===== src/rtl/hash_arb_pkg.sv =====
// rtl/hash_arb_pkg.sv - shared types and constants for the hash table arbiter
package hash_arb_pkg;

  typedef enum logic [1:0] {
    IDLE  = 2'd0,
    ISSUE = 2'd1,
    WAIT  = 2'd2,
    RESP  = 2'd3
  } state_t;

  localparam logic OP_LOOKUP = 1'b0;
  localparam logic OP_INSERT = 1'b1;

endpackage


===== src/rtl/rr_arbiter.sv =====
// rtl/rr_arbiter.sv - combinational round-robin picker starting at a pointer
module rr_arbiter #(
  parameter int NUM_REQ   = 4,
  parameter int REQ_IDX_W = 2
) (
  input  logic [NUM_REQ-1:0]   req,
  input  logic [REQ_IDX_W-1:0] ptr,
  output logic [NUM_REQ-1:0]   grant,
  output logic [REQ_IDX_W-1:0] grant_idx,
  output logic                 any_grant
);

  logic [REQ_IDX_W-1:0] idx;

  // Scan from ptr upward; NUM_REQ is a power of two so index wrap is free truncation
  always_comb begin
    idx       = '0;
    grant_idx = '0;
    any_grant = 1'b0;
    for (int i = 0; i < NUM_REQ; i++) begin
      idx = ptr + REQ_IDX_W'(i);
      if (!any_grant && req[idx]) begin
        any_grant = 1'b1;
        grant_idx = idx;
      end
    end
    grant = NUM_REQ'(any_grant) << grant_idx;
  end

endmodule


===== src/rtl/hash_table_arbiter.sv =====
// rtl/hash_table_arbiter.sv - round-robin sharing of a single-ported hash table
module hash_table_arbiter
  import hash_arb_pkg::*;
#(
  parameter int NUM_REQ     = 4,
  parameter int REQ_IDX_W   = 2,
  parameter int KEY_WIDTH   = 32,
  parameter int VALUE_WIDTH = 32,
  parameter int CNT_WIDTH   = 16
) (
  input  logic                           clk,
  input  logic                           rst_n,
  input  logic [NUM_REQ-1:0]             req_valid,
  output logic [NUM_REQ-1:0]             req_ready,
  input  logic [NUM_REQ-1:0]             req_insert,
  input  logic [NUM_REQ*KEY_WIDTH-1:0]   req_key,
  input  logic [NUM_REQ*VALUE_WIDTH-1:0] req_value,
  output logic [NUM_REQ-1:0]             resp_valid,
  output logic                           resp_found,
  output logic [VALUE_WIDTH-1:0]         resp_value,
  output logic [KEY_WIDTH-1:0]           tbl_key,
  output logic [VALUE_WIDTH-1:0]         tbl_value_in,
  output logic                           tbl_insert,
  output logic                           tbl_lookup,
  input  logic [VALUE_WIDTH-1:0]         tbl_value_out,
  input  logic                           tbl_found,
  output logic                           busy,
  output logic [CNT_WIDTH-1:0]           lookup_hits,
  output logic [CNT_WIDTH-1:0]           lookup_misses
);

  state_t               state, next_state;
  logic [REQ_IDX_W-1:0] rr_ptr;
  logic [REQ_IDX_W-1:0] cur_idx;
  logic                 cur_op;
  logic [NUM_REQ-1:0]   grant;
  logic [REQ_IDX_W-1:0] grant_idx;
  logic                 any_grant;
  logic                 handshake;

  rr_arbiter #(
    .NUM_REQ  (NUM_REQ),
    .REQ_IDX_W(REQ_IDX_W)
  ) u_rr (
    .req      (req_valid),
    .ptr      (rr_ptr),
    .grant    (grant),
    .grant_idx(grant_idx),
    .any_grant(any_grant)
  );

  assign handshake = (state == IDLE) && any_grant;

  // State register
  always_ff @(posedge clk or negedge rst_n) begin
    if (!rst_n) state <= IDLE;
    else        state <= next_state;
  end

  // Next state: IDLE waits for a winner, the rest step unconditionally
  always_comb begin
    next_state = state;
    case (state)
      IDLE:    if (any_grant) next_state = ISSUE;
      ISSUE:   next_state = WAIT;
      WAIT:    next_state = RESP;
      RESP:    next_state = IDLE;
      default: next_state = IDLE;
    endcase
  end

  // State-decoded outputs: ready only to the IDLE winner, response strobe in RESP
  always_comb begin
    req_ready  = '0;
    resp_valid = '0;
    busy       = (state != IDLE);
    if (state == IDLE) req_ready = grant;
    if (state == RESP) resp_valid[cur_idx] = 1'b1;
  end

  // Latch the accepted request, fire a one-cycle table strobe, advance the pointer
  always_ff @(posedge clk or negedge rst_n) begin
    if (!rst_n) begin
      rr_ptr       <= '0;
      cur_idx      <= '0;
      cur_op       <= OP_LOOKUP;
      tbl_key      <= '0;
      tbl_value_in <= '0;
      tbl_insert   <= 1'b0;
      tbl_lookup   <= 1'b0;
    end else begin
      tbl_insert <= 1'b0;
      tbl_lookup <= 1'b0;
      if (handshake) begin
        rr_ptr       <= grant_idx + REQ_IDX_W'(1);
        cur_idx      <= grant_idx;
        cur_op       <= req_insert[grant_idx];
        tbl_key      <= req_key[int'(grant_idx)*KEY_WIDTH +: KEY_WIDTH];
        tbl_value_in <= req_value[int'(grant_idx)*VALUE_WIDTH +: VALUE_WIDTH];
        tbl_insert   <= (req_insert[grant_idx] == OP_INSERT);
        tbl_lookup   <= (req_insert[grant_idx] == OP_LOOKUP);
      end
    end
  end

  // Capture the table result in WAIT and keep saturating lookup statistics
  always_ff @(posedge clk or negedge rst_n) begin
    if (!rst_n) begin
      resp_found    <= 1'b0;
      resp_value    <= '0;
      lookup_hits   <= '0;
      lookup_misses <= '0;
    end else if (state == WAIT) begin
      resp_found <= tbl_found;
      resp_value <= tbl_value_out;
      if (cur_op == OP_LOOKUP) begin
        if (tbl_found) begin
          if (lookup_hits != '1) lookup_hits <= lookup_hits + CNT_WIDTH'(1);
        end else begin
          if (lookup_misses != '1) lookup_misses <= lookup_misses + CNT_WIDTH'(1);
        end
      end
    end
  end

endmodule


===== config.mk =====
export PLATFORM = sky130hd
export DESIGN_NAME = hash_table_arbiter
export DESIGN_NICKNAME = d
export VERILOG_FILES = /design/src/rtl/hash_arb_pkg.sv /design/src/rtl/rr_arbiter.sv /design/src/rtl/hash_table_arbiter.sv
export SDC_FILE = /design/constraint.sdc
export NUM_CORES = 1
export LEC_CHECK = 0
export BUFFER_PORTS_ARGS = -buffer_cell sky130_fd_sc_hd__buf_4
export CAP_MARGIN = 30
export CORE_AREA = 2 2 169 171
export DETAILED_ROUTE_END_ITERATION = 12
export DIE_AREA = 0 0 171 173
export GPL_ROUTABILITY_DRIVEN = 0
export RECOVER_POWER = 100
export SETUP_SLACK_MARGIN = 0.4
export SLEW_MARGIN = 20
export SYNTH_ARGS = -nofsm -noshare
export SYNTH_HDL_FRONTEND = slang
export SYNTH_SLANG_ARGS = --single-unit
export TNS_END_PERCENT = 1

===== constraint.sdc =====
create_clock -name clk -period 2.1 [get_ports clk]
set_input_delay 0.21 -clock clk [delete_from_list [all_inputs] [get_ports clk]]
set_output_delay 0.21 -clock clk [all_outputs]
set_load 0.005 [all_outputs]

* After elaboration in Yosys (flattened, before gate mapping)
Index checks and enable logic that the tools add are counted.
** Storage, ports and cells
- Output and inout port bits :: 140
- Flip-flop bits (word level) :: 138
- Input bits :: 299
** Operators by class
- Magnitude comparators :: 7
- Equal/unequal tests :: 6
- Bitwise logic cells :: 3
- Reductions and logical operators :: 12
- Add/subtract/negate cells :: 6
- Shift operators :: 3
- Multiplexer cells :: 26
** Operator list (number)
- indexed part select 128 x 8 -> 32 bit :: 2
- adder 16 x 1 -> 16 bit (second input constant) :: 2
- != test 16 bit (second input constant) :: 2
- less-than comparator 2 x 3 -> 1 bit (second input constant) :: 6
- two-way mux 1 bit :: 12
- binary-select mux 1 bit (select 2 bit) :: 5
- two-way mux 2 bit :: 5
- two-way mux 4 bit :: 2
- one-hot mux 2 bit (4 select lines) :: 1
- AND reduction 4 bit :: 2
- logical AND 1 bit :: 5
- adder 2 x 1 -> 2 bit (second input constant) :: 2
- adder 2 bit (second input constant) :: 2
- equality test 2 bit (second input constant) :: 2
- << shifter 1 x 2 -> 4 bit :: 1
- zero test 1 bit :: 3
- NOT 1 bit :: 3
- demux 1 bit (select 2 bit) :: 1
- equality test 2 x 1 -> 1 bit (second input constant) :: 1
- greater-or-equal comparator 2 x 1 -> 1 bit (second input constant) :: 1
- zero test 2 bit :: 1
- != test 2 bit (second input constant) :: 1
- nonzero test 2 bit :: 1

* Depth between registers and ports, before layout
Gate-level depths: netlist of the first run.
- Depth in word-level cells :: 16
- Mapped depth :: 8
- Depth with buffers taken out :: 7

* Cells and area by module
Synthesis of the first run repeated with hierarchy kept, for this count alone.
** Second synthesis, totals
- Cells, all modules :: 508
- Area total of the unflattened synthesis :: 7443.4 um^2
** Modules (own cells, without submodules)
- hash_table_arbiter :: seq. area each 3453.3 um^2, area an instance 7260.7 um^2, times used 1, cells an instance 476
- rr_arbiter :: seq. area each 0.0 um^2, area an instance 182.7 um^2, times used 1, cells an instance 32

* Least setup slack after synthesis of the first run
Ideal clock, no wire load.
- Path type :: flip-flop to flip-flop
- Start point :: reg state[0]
- End point :: reg lookup_misses[9]
- Path slack :: 22 ps
- Library setup time :: 124 ps
- Buffers on the path :: 1
- Cell stages (with the launch flop) :: 9
- Arrival time :: 1954 ps
- Cells stage by stage :: dfrtp_1 -> inv_1 -> ha_1 -> buf_4 -> or3b_4 -> nor2_2 -> a21boi_2 -> or3b_1 -> xnor2_1
** On the way
- Longest elaborated chain between the ends :: 2
** Ends and longest elaborated chain
- start: declaration :: RTL line hash_table_arbiter.sv:32 : state_t state, next_state;
- start signal: assignment :: RTL line hash_table_arbiter.sv:57 : else state <= next_state;
- equality test 2 bit :: RTL line hash_table_arbiter.sv:113 : end else if (state == WAIT) begin
- AND reduction 4 bit (no line)
- end signal: assignment :: RTL line hash_table_arbiter.sv:120 : if (lookup_misses != '1) lookup_misses <= lookup_misses + CNT_WIDTH'(1);
- end: declaration :: RTL line hash_table_arbiter.sv:29 : output logic [CNT_WIDTH-1:0] lookup_misses
No other way between the ends.
A chain may end at the register's enable or synchronous reset.

* Worst setup path after layout of the first run
- Start point :: reg rr_ptr[1]
- End point :: out req_ready[2]
** On the way
- Longest elaborated chain between the ends :: 14
- Elaborated cells on any way between the ends :: 27
- Classes of those cells :: 3 x add/sub; 1 x shift; 17 x mux; 6 x reduce/logical
** Ends and longest elaborated chain
- start: declaration :: RTL line hash_table_arbiter.sv:33 : logic [REQ_IDX_W-1:0] rr_ptr;
- start signal: assignment :: RTL line hash_table_arbiter.sv:95 : rr_ptr <= grant_idx + REQ_IDX_W'(1);
- branches (longest 12 deep; another with adder 2 x 1 -> 2 bit)
- << shifter 1 x 2 -> 4 bit (*) :: RTL line rr_arbiter.sv:27 : grant = NUM_REQ'(any_grant) << grant_idx;
- two-way mux 4 bit (*) :: RTL line hash_table_arbiter.sv:77 : if (state == IDLE) req_ready = grant;
- end: declaration :: RTL line hash_table_arbiter.sv:14 : output logic [NUM_REQ-1:0] req_ready,
Mark *: on every way between the ends. The select of a mux whose other input is x is not followed.

==> flow_metrics.env, run 1 <==
export IMPL_drive_above_1_share_pct=47.44
export IMPL_dr_pass1_iters=4
export IMPL_cts_sinks=138
export IMPL_dpl_hpwl_mm=21.14
export IMPL_rsz0062_at_grt="yes"
export IMPL_hp_class="input port to flop"
export IMPL_worstPathArrival_ps=1810
export IMPL_cts_buffers=17
export IMPL_slew_violations=0
export IMPL_hold_depth=2
export IMPL_r2r_end="lookup_misses[9]$_DFFE_PN0P_"
export IMPL_wl_mm=27.74
export IMPL_synthAdderAreaFrac_pct=0.8664
export IMPL_h_tree_depth=4
export IMPL_ys_ff_latch=138
export IMPL_hold_path_startpoint="tbl_value_out[23]"
export IMPL_finalHoldViolations=0
export IMPL_grt_antenna_before_repair=0
export IMPL_critPathMaxFanout=6
export IMPL_cts_tree="done"
export IMPL_wl_per_cell_um=18.61
export IMPL_min_period_ps=2024
export IMPL_top_level_ports=439
export IMPL_power_uw=14610
export IMPL_grt_pass1_vias=7254
export IMPL_async_flop_share_pct=100.0
export IMPL_timing_hold_ws_ps=22.99
export IMPL_grt_max_degree=72
export IMPL_synthMuxAreaShare_pct=23.20
export IMPL_clkTransAtPathRegs_ps=70
export IMPL_grtUsageTotal_pct=18.04
export IMPL_layout_setup_ws_ps=75.76
export IMPL_clock_path_buffers=2
export IMPL_maxCapViolations=0
export IMPL_die_x_um=171
export IMPL_drcViolationCount=0
export IMPL_r2r_slack_ps=100
export IMPL_ys_types=48
export IMPL_num_rows=61
export IMPL_nets=1404
export IMPL_via_per_inst=4.713
export IMPL_worstSkewPairLatency_ps=420
export IMPL_port_buffers=438
export IMPL_drtIter0Drc=257
export IMPL_finalSetupViolations=0
export IMPL_syn_cell_area_sq_um=7221
export IMPL_synth_xor_area_share_pct=3.396
export IMPL_start_kind="flop"
export IMPL_r2r_start="state[0]$_DFFE_PN0P_"
export IMPL_rr_worst_depth=7
export IMPL_finalCritPeriodShare_pct=96.39
export IMPL_power_density_nw_per_um2=1240
export IMPL_synthSimpleGateAreaFrac_pct=11.25
export IMPL_diodes=0
export IMPL_fin_skew_ps=11.29
export IMPL_initial_core_util_pct=26.13
export IMPL_worst_slew_pin_slew_ps=816.1
export IMPL_area_growth_pct=63.21
export IMPL_hold_end="resp_value[23]$_DFFE_PN0P_"
export IMPL_die_area_sq_um=29580
export IMPL_synth_top_flop_cell="dfrtp_1"
export IMPL_syn_inst=646
export IMPL_vias=7027
export IMPL_grt_pass1_wl_mm=41.49
export IMPL_status="finished, final reports clean"
export IMPL_die_y_um=173
export IMPL_gr_total_overflow=0
export IMPL_syn_avg_cell_area_sq_um=11.18
export IMPL_relSlewSlack_pct=45.60
export IMPL_seq_area_frac_synth_pct=47.83
export IMPL_max_freq_ghz=0.4940
export IMPL_root_buffer="clkbuf_16"
export IMPL_syn_nets=950
export IMPL_end_kind="output pin"
export IMPL_critPathKind="flop to output pin"
export IMPL_ant_nets=0
export IMPL_synth_edf_count=0
export IMPL_yosys_warnings=0
export IMPL_peakVddDrop_v=0.0006217
export IMPL_post_route_util_pct=42.65
export IMPL_dp_slack_ps=77.53
export IMPL_fin_setup_tns_ps=0
export IMPL_crit_required_ps=1890
export IMPL_core_sq_um=27630
export IMPL_synth_top_family_by_area="multiplexers"
export IMPL_p_leak_uw=0.005814
export IMPL_synth_compound_area_share_pct=10.22
==> cell families after synthesis <==
logic type,after synthesis
xor gates and xnor gates,28
AOI/OAI and AO/OA,90
and+or+nand+nor,174
DFF,138
adders and majority gates,5
muxes,163
buffers and inverters,48
==> state kept, by name, indices dropped and copies added, names as in the netlist, 2 cells and up <==
name / count
rr_ptr: 2
tbl_value_in: 32
tbl_key: 32
state: 2
lookup_hits: 16
cur_idx: 2
lookup_misses: 16
resp_value: 32
==> worst max path at each step <==
stage / from / to / cells after the start
floorplan: state[0]$_DFFE_PN0P_ / lookup_misses[14]$_DFFE_PN0P_ / 8
global placement: rr_ptr[0]$_DFFE_PN0P_ / tbl_key[31]$_DFFE_PN0P_ / 7
detailed placement: rr_ptr[0]$_DFFE_PN0P_ / tbl_key[31]$_DFFE_PN0P_ / 7
CTS: rr_ptr[1]$_DFFE_PN0P_ / req_ready[1] / 5
global route: rr_ptr[1]$_DFFE_PN0P_ / req_ready[2] / 5
finish: rr_ptr[1]$_DFFE_PN0P_ / req_ready[2] / 5
==> worst max-delay path, cell delays in order (launching register included) <==
cell and delay, ps:
dfrtp_2 440, a21oi_1 180, nor3_2 70, or3_4 450, nor2_2 130, buf_4 140
==> layer usage <==
layer / track usage, % / vias up / share of wire [%]
met5: 0 / - / 0
met4: 3.355 / 0 / 1.0
met3: 4.211 / 18 / 5.1
met2: 32.27 / 245 / 52
met1: 22.07 / 3454 / 42
li1: - / 3310 / -
==> area by class of cell <==
cell class / instances / area, sq um
Fill cell: 2738 / 15840
Multi-Input combinational cell: 460 / 3785
Timing Repair Buffer: 476 / 3477
Sequential cell: 138 / 3455
Tap cell: 378 / 473.0
Clock buffer: 18 / 429.2
Clock inverter: 14 / 140.1
Inverter: 7 / 26.28
==> power by group <==
group          switching, uW  leakage [uW]  internal, uW
logic                   3480       0.00383          3670
clock network           1320      0.000268          1660
registers                704       0.00171          3780
total                   5500       0.00581          9110
==> what timing repair did <==
item	in CTS	in global routing
hold buffers	3	2
gates resized for setup	15	67
endpoints found under the hold margin	57	2
setup endpoints to repair	123	135
pin swaps	4	38
buffers inserted	3	0
==> through the flow <==
stage,cells,instance area [sq um]
2_1_floorplan,646,7234
3_3_place_gp,1451,11150
3_5_place_dp,1451,11150
4_1_cts,1489,11820
5_1_grt,1491,11790
6_report,1491,11790
==> synthesized netlist by cell type, types with 4 or more instances <==
cell type    n  share of area [%]
dfrtp_1    138                 48
mux2i_1    128                 18
nand2_1     84                4.4
o221ai_1    65                7.9
mux2_2      35                5.5
nor2_1      25                1.3
nand3_1     24                1.7
buf_2       19                1.3
clkbuf_1    16               0.83
xnor2_1     15                1.8
xor2_1      13                1.6
a21oi_1      8               0.55
inv_1        7               0.36
nand4_1      7               0.61
nor3_1       7               0.49
and3_1       5               0.43
ha_1         5               0.87
o21ai_0      5               0.35
buf_4        4               0.42
==> cell usage in the layout, fill, tap and decap left out, drive strengths merged, types with 13 or more instances in the layout <==
cell / n
xnor2: 15
mux2: 35
dfrtp: 138
nand2: 84
inv: 13
xor2: 13
clkbuf: 154
nor2: 26
o221ai: 65
mux2i: 128
buf: 335
nand3: 24
Note: power is estimated with default switching activity, not from simulation.
==> run 2: changes to the inputs <==
--- a/config.mk
+++ b/config.mk
@@ -5,14 +5,16 @@
 export SDC_FILE = /design/constraint.sdc
 export NUM_CORES = 1
 export LEC_CHECK = 0
+export ABC_AREA = 1
 export BUFFER_PORTS_ARGS = -buffer_cell sky130_fd_sc_hd__buf_4
 export CAP_MARGIN = 30
-export CORE_AREA = 2 2 169 171
+export CORE_AREA = 2 2 172 174
 export DETAILED_ROUTE_END_ITERATION = 12
-export DIE_AREA = 0 0 171 173
+export DIE_AREA = 0 0 174 176
 export GPL_ROUTABILITY_DRIVEN = 0
 export RECOVER_POWER = 100
 export SETUP_SLACK_MARGIN = 0.4
+export SKIP_CTS_REPAIR_TIMING = 1
 export SLEW_MARGIN = 20
 export SYNTH_ARGS = -nofsm -noshare
 export SYNTH_HDL_FRONTEND = slang
==> run 2 against run 1 <==
Power increased by 68%; first-iteration DRC count increased by 140%; the run now ends with hold timing, setup timing left; critical path depth increased by 8; via count increased by 53%.
==> flow_metrics.env, run 2 <==
export IMPL_rr_worst_depth=15
export IMPL_combinationalPowerShare_pct=69.3
export IMPL_hold_path_startpoint="tbl_value_out[3]"
export IMPL_critPathKind="flop to output pin"
export IMPL_clkPwrFrac_pct=11.9
export IMPL_async_flop_share_pct=100.0
export IMPL_die_x_um=174
export IMPL_port_buffers=438
export IMPL_ys_ff_latch=138
export IMPL_crit_required_ps=1890
export IMPL_grt_antenna_before_repair=3
export IMPL_top_regs="resp_value x32, tbl_key x32, tbl_value_in x32"
export IMPL_netSwitchingFraction_pct=50.51
export IMPL_root_buffer="clkbuf_16"
export IMPL_syn_nets=1706
export IMPL_yosysMostFrequentCell="nand2_1"
export IMPL_cts_buffers=17
export IMPL_hp_class="input port to flop"
export IMPL_start_kind="flop"
export IMPL_clock_path_buffers=2
export IMPL_drtIter0Drc=628
export IMPL_vias=10760
export IMPL_drcViolationCount=0
export IMPL_synth_edf_count=0
export IMPL_seqCellArea_sq_um=3456
export IMPL_hold_end="resp_value[3]$_DFFE_PN0P_"
export IMPL_place_inst=2176
export IMPL_multi_input_area_sq_um=4888
export IMPL_synth_area_leaders="dfrtp_1 38%, nand2_1 29%, nand4_1 9.4%"
export IMPL_yosys_area_top_type="dfrtp_1"
export IMPL_drive_above_1_share_pct=29.83
export IMPL_grt_pass1_vias=10260
export IMPL_grt_pass1_wl_mm=54.81
export IMPL_hold_depth=3
export IMPL_ant_nets=0
export IMPL_relSlewSlack_pct=13.93
export IMPL_synth_top_flop_cell="dfrtp_1"
export IMPL_syn_cell_area_sq_um=9069
export IMPL_layout_setup_ws_ps=-256.8
export IMPL_yosys_warnings=0
export IMPL_yosysTopAreaCellShare_pct=38.08
export IMPL_core_sq_um=28550
export IMPL_top_level_ports=439
export IMPL_finalHoldViolations=4
export IMPL_initial_core_util_pct=31.77
export IMPL_status="finished with violations"
export IMPL_r2r_end="tbl_value_in[27]$_DFFE_PN0P_"
export IMPL_p_switching_uw=12390
export IMPL_maxCapViolations=0
export IMPL_layout_common_cells="655 x nand2_1, 336 x buf_4, 160 x inv_1"
export IMPL_r2r_slack_ps=-50
export IMPL_crit_buf_inv=4
export IMPL_path_cells="buf_6 > nand2_2 > nand2_4 > nand2_4 > nand2_4 > nor2_4 > nand4_1 > nand2_4 > inv_4 > buf_6 > nand2_4 > nor2_2 > buf_4"
export IMPL_fin_skew_ps=14.03
export IMPL_power_frac_seq_pct=18.8
export IMPL_dpl_hpwl_mm=26.30
export IMPL_dr_pass1_iters=5
export IMPL_nets=2158
export IMPL_p_leak_uw=0.008064
export IMPL_cts_tree="done"
export IMPL_violations="hold timing, setup timing"
export IMPL_wl_per_cell_um=15.94
export IMPL_syn_avg_cell_area_sq_um=6.468
export IMPL_num_fill_cells=2947
export IMPL_final_cells=2254
export IMPL_intPower_uw=12140
export IMPL_die_area_sq_um=30620
export IMPL_rsz0062_at_grt="yes"
export IMPL_timing_hold_ws_ps=-13.73
export IMPL_num_rows=62
export IMPL_dpl_cell_area_sq_um=13010
export IMPL_h_tree_depth=4
export IMPL_finalSetupViolations=43
export IMPL_layout_commonest_cell="nand2_1"
export IMPL_worstPathArrival_ps=2150
export IMPL_cts_sinks=138
export IMPL_r2r_start="rr_ptr[0]$_DFFE_PN0P_"
export IMPL_clkTransAtPathRegs_ps=70
export IMPL_critPathMaxFanout=4
export IMPL_gr_total_overflow=0
export IMPL_crit_top_cell="nand2_4"
export IMPL_die_y_um=176
export IMPL_end_kind="output pin"
export IMPL_max_freq_ghz=0.4243
export IMPL_power_density_nw_per_um2=1738
export IMPL_slowest_delay_ps=460
export IMPL_wl_mm=35.94
export IMPL_area_growth_pct=55.56
export IMPL_finalCritPeriodShare_pct=112.2
export IMPL_syn_inst=1402
export IMPL_ys_types=31
export IMPL_min_period_ps=2357
export IMPL_slowest_stage="dfrtp_2"
export IMPL_grt_max_degree=55
export IMPL_stdcell_area_sq_um=14110
export IMPL_worst_slew_pin_slew_ps=1291
export IMPL_via_per_inst=4.774
export IMPL_worstSkewPairLatency_ps=420
export IMPL_slew_violations=0
export IMPL_ys_top_cells_by_count="694 x nand2_1, 164 x inv_1, 138 x dfrtp_1"
export IMPL_crit_family="simple AND/OR/NAND/NOR gates"
export IMPL_seq_area_frac_synth_pct=38.08
export IMPL_grtUsageTotal_pct=22.38
export IMPL_peakVddDrop_v=0.001318
[run 2: power groups by stage]
stage          Sequential (uW)  Clock (uW)  Combinational, uW
6_report                  4600        2920              17000
5_1_grt                   4740        3130              19000
4_1_cts                   4610        3020              16200
3_5_place_dp              4630           0              16100
3_3_place_gp              4610           0              16000
2_1_floorplan             4560           0              10500
[run 2: cell families after synthesis]
group | after synthesis | synth area share [%]
buffers and inverters | 263 | 12.46
flip-flops | 138 | 38.08
AND/OR/NAND/NOR | 954 | 45.16
XOR/XNOR | 29 | 2.801
adder cells (fa/ha/maj) | 5 | 0.6898
AO/OA/AOI/OAI | 13 | 0.8140
[run 2: metal layers]
metal,track usage (%),vias to the layer above,share of wire [%]
met5,0,-,0
met4,9.734,0,3.6
met3,5.362,71,6.7
met2,38.28,418,50
met1,26.91,4972,40
li1,-,5299,-
[run 2: how the worst max path moves through the flow]
stage | start | end | slack (ps) | cells after the start
2_1_floorplan | rr_ptr[1]$_DFFE_PN0P_ | req_ready[1] | 310 | 14
3_3_place_gp | rr_ptr[0]$_DFFE_PN0P_ | tbl_value_in[0]$_DFFE_PN0P_ | -90 | 13
3_5_place_dp | rr_ptr[0]$_DFFE_PN0P_ | req_ready[0] | -130 | 12
4_1_cts | rr_ptr[0]$_DFFE_PN0P_ | req_ready[0] | -600 | 12
5_1_grt | rr_ptr[0]$_DFFE_PN0P_ | req_ready[2] | -350 | 13
6_report | rr_ptr[0]$_DFFE_PN0P_ | req_ready[2] | -260 | 13
[run 2: tightest hold or removal path, delay by kind of cell]
| family | cells | cell delay, ps |
|---|---|---|
| simple gates | 2 | 90 |
| buf+inv | 1 | 70 |
[run 2: final cells by class]
class	count	share of cell area, %
flip-flops and latches	138	24.50
clock inverters	14	0.9047
clock buffers	18	3.113
diodes	3	0.05322
repair buffers	525	28.69
well taps	384	3.406
multi-input cells	1001	34.65
inverters	171	4.683
[run 2: through the flow]
step	setup TNS (ps)	setup slack (ps)	power, uW	hold slack, ps	utilization (%)
6_report	-1793	-256.8	24520	-13.73	49.42
4_1_cts	-8648	-598.7	23790	-268.4	47.54
3_5_place_dp	-5816	-134.3	20740	195.4	45.56
3_3_place_gp	-2889	-92.46	20630	189.9	45.56
5_1_grt	-13770	-345.3	26880	-0.6187	49.42
2_1_floorplan	0	310.9	15020	-85.59	-
==> run 3: changes to the inputs <==
--- a/config.mk
+++ b/config.mk
@@ -9,9 +9,11 @@
 export BUFFER_PORTS_ARGS = -buffer_cell sky130_fd_sc_hd__buf_4
 export CAP_MARGIN = 30
 export CORE_AREA = 2 2 172 174
+export CTS_CLUSTER_DIAMETER = 30
 export DETAILED_ROUTE_END_ITERATION = 12
 export DIE_AREA = 0 0 174 176
 export GPL_ROUTABILITY_DRIVEN = 0
+export PLACE_DENSITY = 0.62
 export RECOVER_POWER = 100
 export SETUP_SLACK_MARGIN = 0.4
 export SKIP_CTS_REPAIR_TIMING = 1
==> run 3 against run 2 <==
The flow still finishes with violations (hold timing, setup timing); worst hold slack improved by 7.2 ps; largest cell class unchanged; routed wire length increased by 1.8%; final cell count increased by 0.84%; combinational power increased by 6%; non-clock buffer count increased by 21; fmax decreased by 1.9%; highest routed layer unchanged; first-iteration DRC count decreased by 18%; setup slack got worse by 45 ps; count of clock-buffer cells in the layout decreased by 1; die area unchanged; global-route usage increased by 0.42 points; register-to-register slack got worse by 120 ps.
==> flow_metrics.env, run 3 (synthesized netlist as in run 2, its figures left out) <==
export IMPL_dr_pass1_iters=4
export IMPL_via_per_inst=4.778
export IMPL_initial_core_util_pct=31.77
export IMPL_r2r_slack_ps=-170
export IMPL_fin_skew_ps=15.29
export IMPL_power_uw=25700
export IMPL_wl_per_cell_um=16.09
export IMPL_grt_pass1_wl_mm=55.81
export IMPL_rr_worst_depth=17
export IMPL_dpl_hpwl_mm=26.84
export IMPL_h_tree_depth=4
export IMPL_dp_slack_ps=-134.0
export IMPL_grt_pass1_vias=10480
export IMPL_num_rows=62
export IMPL_critPathMaxFanout=5
export IMPL_ant_nets=0
export IMPL_die_area_sq_um=30620
export IMPL_p_leak_uw=0.008257
export IMPL_grt_max_degree=81
export IMPL_finalCritPeriodShare_pct=114.4
export IMPL_rsz0062_at_grt="yes"
export IMPL_dpl_cell_area_sq_um=13330
export IMPL_worstSkewPairLatency_ps=420
export IMPL_grtUsageTotal_pct=22.80
export IMPL_top_regs="resp_value x32, tbl_key x32, tbl_value_in x32"
export IMPL_start_kind="flop"
export IMPL_violations="hold timing, setup timing"
export IMPL_hold_depth=3
export IMPL_finalSetupViolations=71
export IMPL_clkTransAtPathRegs_ps=80
export IMPL_stdcell_area_sq_um=14420
export IMPL_die_x_um=174
export IMPL_critPathKind="flop to output pin"
export IMPL_peakVddDrop_v=0.001262
export IMPL_post_route_util_pct=50.51
export IMPL_crit_required_ps=1890
export IMPL_root_buffer="clkbuf_16"
export IMPL_max_freq_ghz=0.4163
export IMPL_layout_common_cells="654 x nand2_1, 355 x buf_4, 159 x inv_1"
export IMPL_relSlewSlack_pct=22.73
export IMPL_top_level_ports=439
export IMPL_area_growth_pct=59.01
export IMPL_hold_path_startpoint="tbl_value_out[13]"
export IMPL_end_kind="output pin"
export IMPL_maxCapViolations=0
export IMPL_finalHoldViolations=3
export IMPL_die_y_um=176
export IMPL_r2r_end="tbl_key[2]$_DFFE_PN0P_"
export IMPL_cts_tree="done"
export IMPL_place_inst=2208
export IMPL_final_cells=2273
export IMPL_hp_class="input port to flop"
export IMPL_cts_sinks=138
export IMPL_multi_input_area_sq_um=4917
export IMPL_num_fill_cells=2925
export IMPL_timing_hold_ws_ps=-6.496
export IMPL_clock_path_buffers=2
export IMPL_slew_violations=0
export IMPL_power_density_nw_per_um2=1782
export IMPL_r2r_start="rr_ptr[0]$_DFFE_PN0P_"
export IMPL_min_period_ps=2402
export IMPL_vias=10860
export IMPL_drive_above_1_share_pct=31.23
export IMPL_hold_end="resp_value[13]$_DFFE_PN0P_"
export IMPL_diodes=0
export IMPL_layout_commonest_cell="nand2_1"
export IMPL_nets=2180
export IMPL_wl_mm=36.58
export IMPL_cts_buffers=17
export IMPL_worst_slew_pin_slew_ps=1159
export IMPL_layout_setup_ws_ps=-302.2
export IMPL_grt_antenna_before_repair=0
export IMPL_gr_total_overflow=0
export IMPL_drcViolationCount=0
export IMPL_drtIter0Drc=512
export IMPL_worstPathArrival_ps=2190
export IMPL_status="finished with violations"
export IMPL_seqCellArea_sq_um=3456
export IMPL_port_buffers=438
export IMPL_core_sq_um=28550
run 3: cell count changes in the layout (fill, tap and decap cells not counted), sizes merged:
cell	previous run	this run
diode	3	0
bufinv	0	1
clkbuf	155	150
dlygate4sd3	26	20
clkinvlp	5	2
inv	176	180
buf	362	393
run 3: worst max path at each step:
stage,start,end,slack [ps],cells after the start
2_1_floorplan,rr_ptr[1]$_DFFE_PN0P_,req_ready[1],310,14
3_3_place_gp,rr_ptr[0]$_DFFE_PN0P_,tbl_key[4]$_DFFE_PN0P_,-90,15
3_5_place_dp,rr_ptr[0]$_DFFE_PN0P_,tbl_key[5]$_DFFE_PN0P_,-130,15
4_1_cts,rr_ptr[0]$_DFFE_PN0P_,req_ready[1],-540,13
5_1_grt,rr_ptr[0]$_DFFE_PN0P_,req_ready[1],-420,14
6_report,rr_ptr[0]$_DFFE_PN0P_,req_ready[1],-300,14
run 3: layout make-up:
class	instances	share of cell area, %
well taps	384	3.332
multi-input cells	1001	34.10
repair buffers	546	29.79
inverters	171	4.616
clock inverters	15	1.189
repair inverters	1	0.06074
clock buffers	17	2.950
flip-flops and latches	138	23.97
run 3: worst max-delay path: stages (launching register included):
cell	delay, ps
dfrtp_2	420
buf_12	140
clkinv_8	70
nand2_4	90
nand2_4	70
nand2_2	60
nand2_2	60
nor2_4	140
buf_6	110
nand4_1	110
nand2_4	140
buf_12	120
nand2_4	50
nor2_4	70
buf_6	100
run 3: power breakdown:
part	total [uW]	switching (uW)	internal [uW]
logic	18000	10600	7440
registers	4570	745	3830
clock network	3110	1400	1710
total	25700	12700	13000
run 3: stage by stage:
step                      setup TNS (ps)  hold slack, ps
after floorplan                        0          -85.59
after global placement             -1801           172.6
after detailed placement           -5277           173.6
after CTS                          -8752          -285.8
after global routing              -19510          0.5891
final                              -7603          -6.496
run 3: per-layer routing:
metal	vias up	global-route usage [%]	wire length, um
met1	5072	27.21	14600
li1	5323	-	-
met2	389	39.64	18070
met3	77	5.125	2312
met4	0	9.629	1593
met5	-	0	0
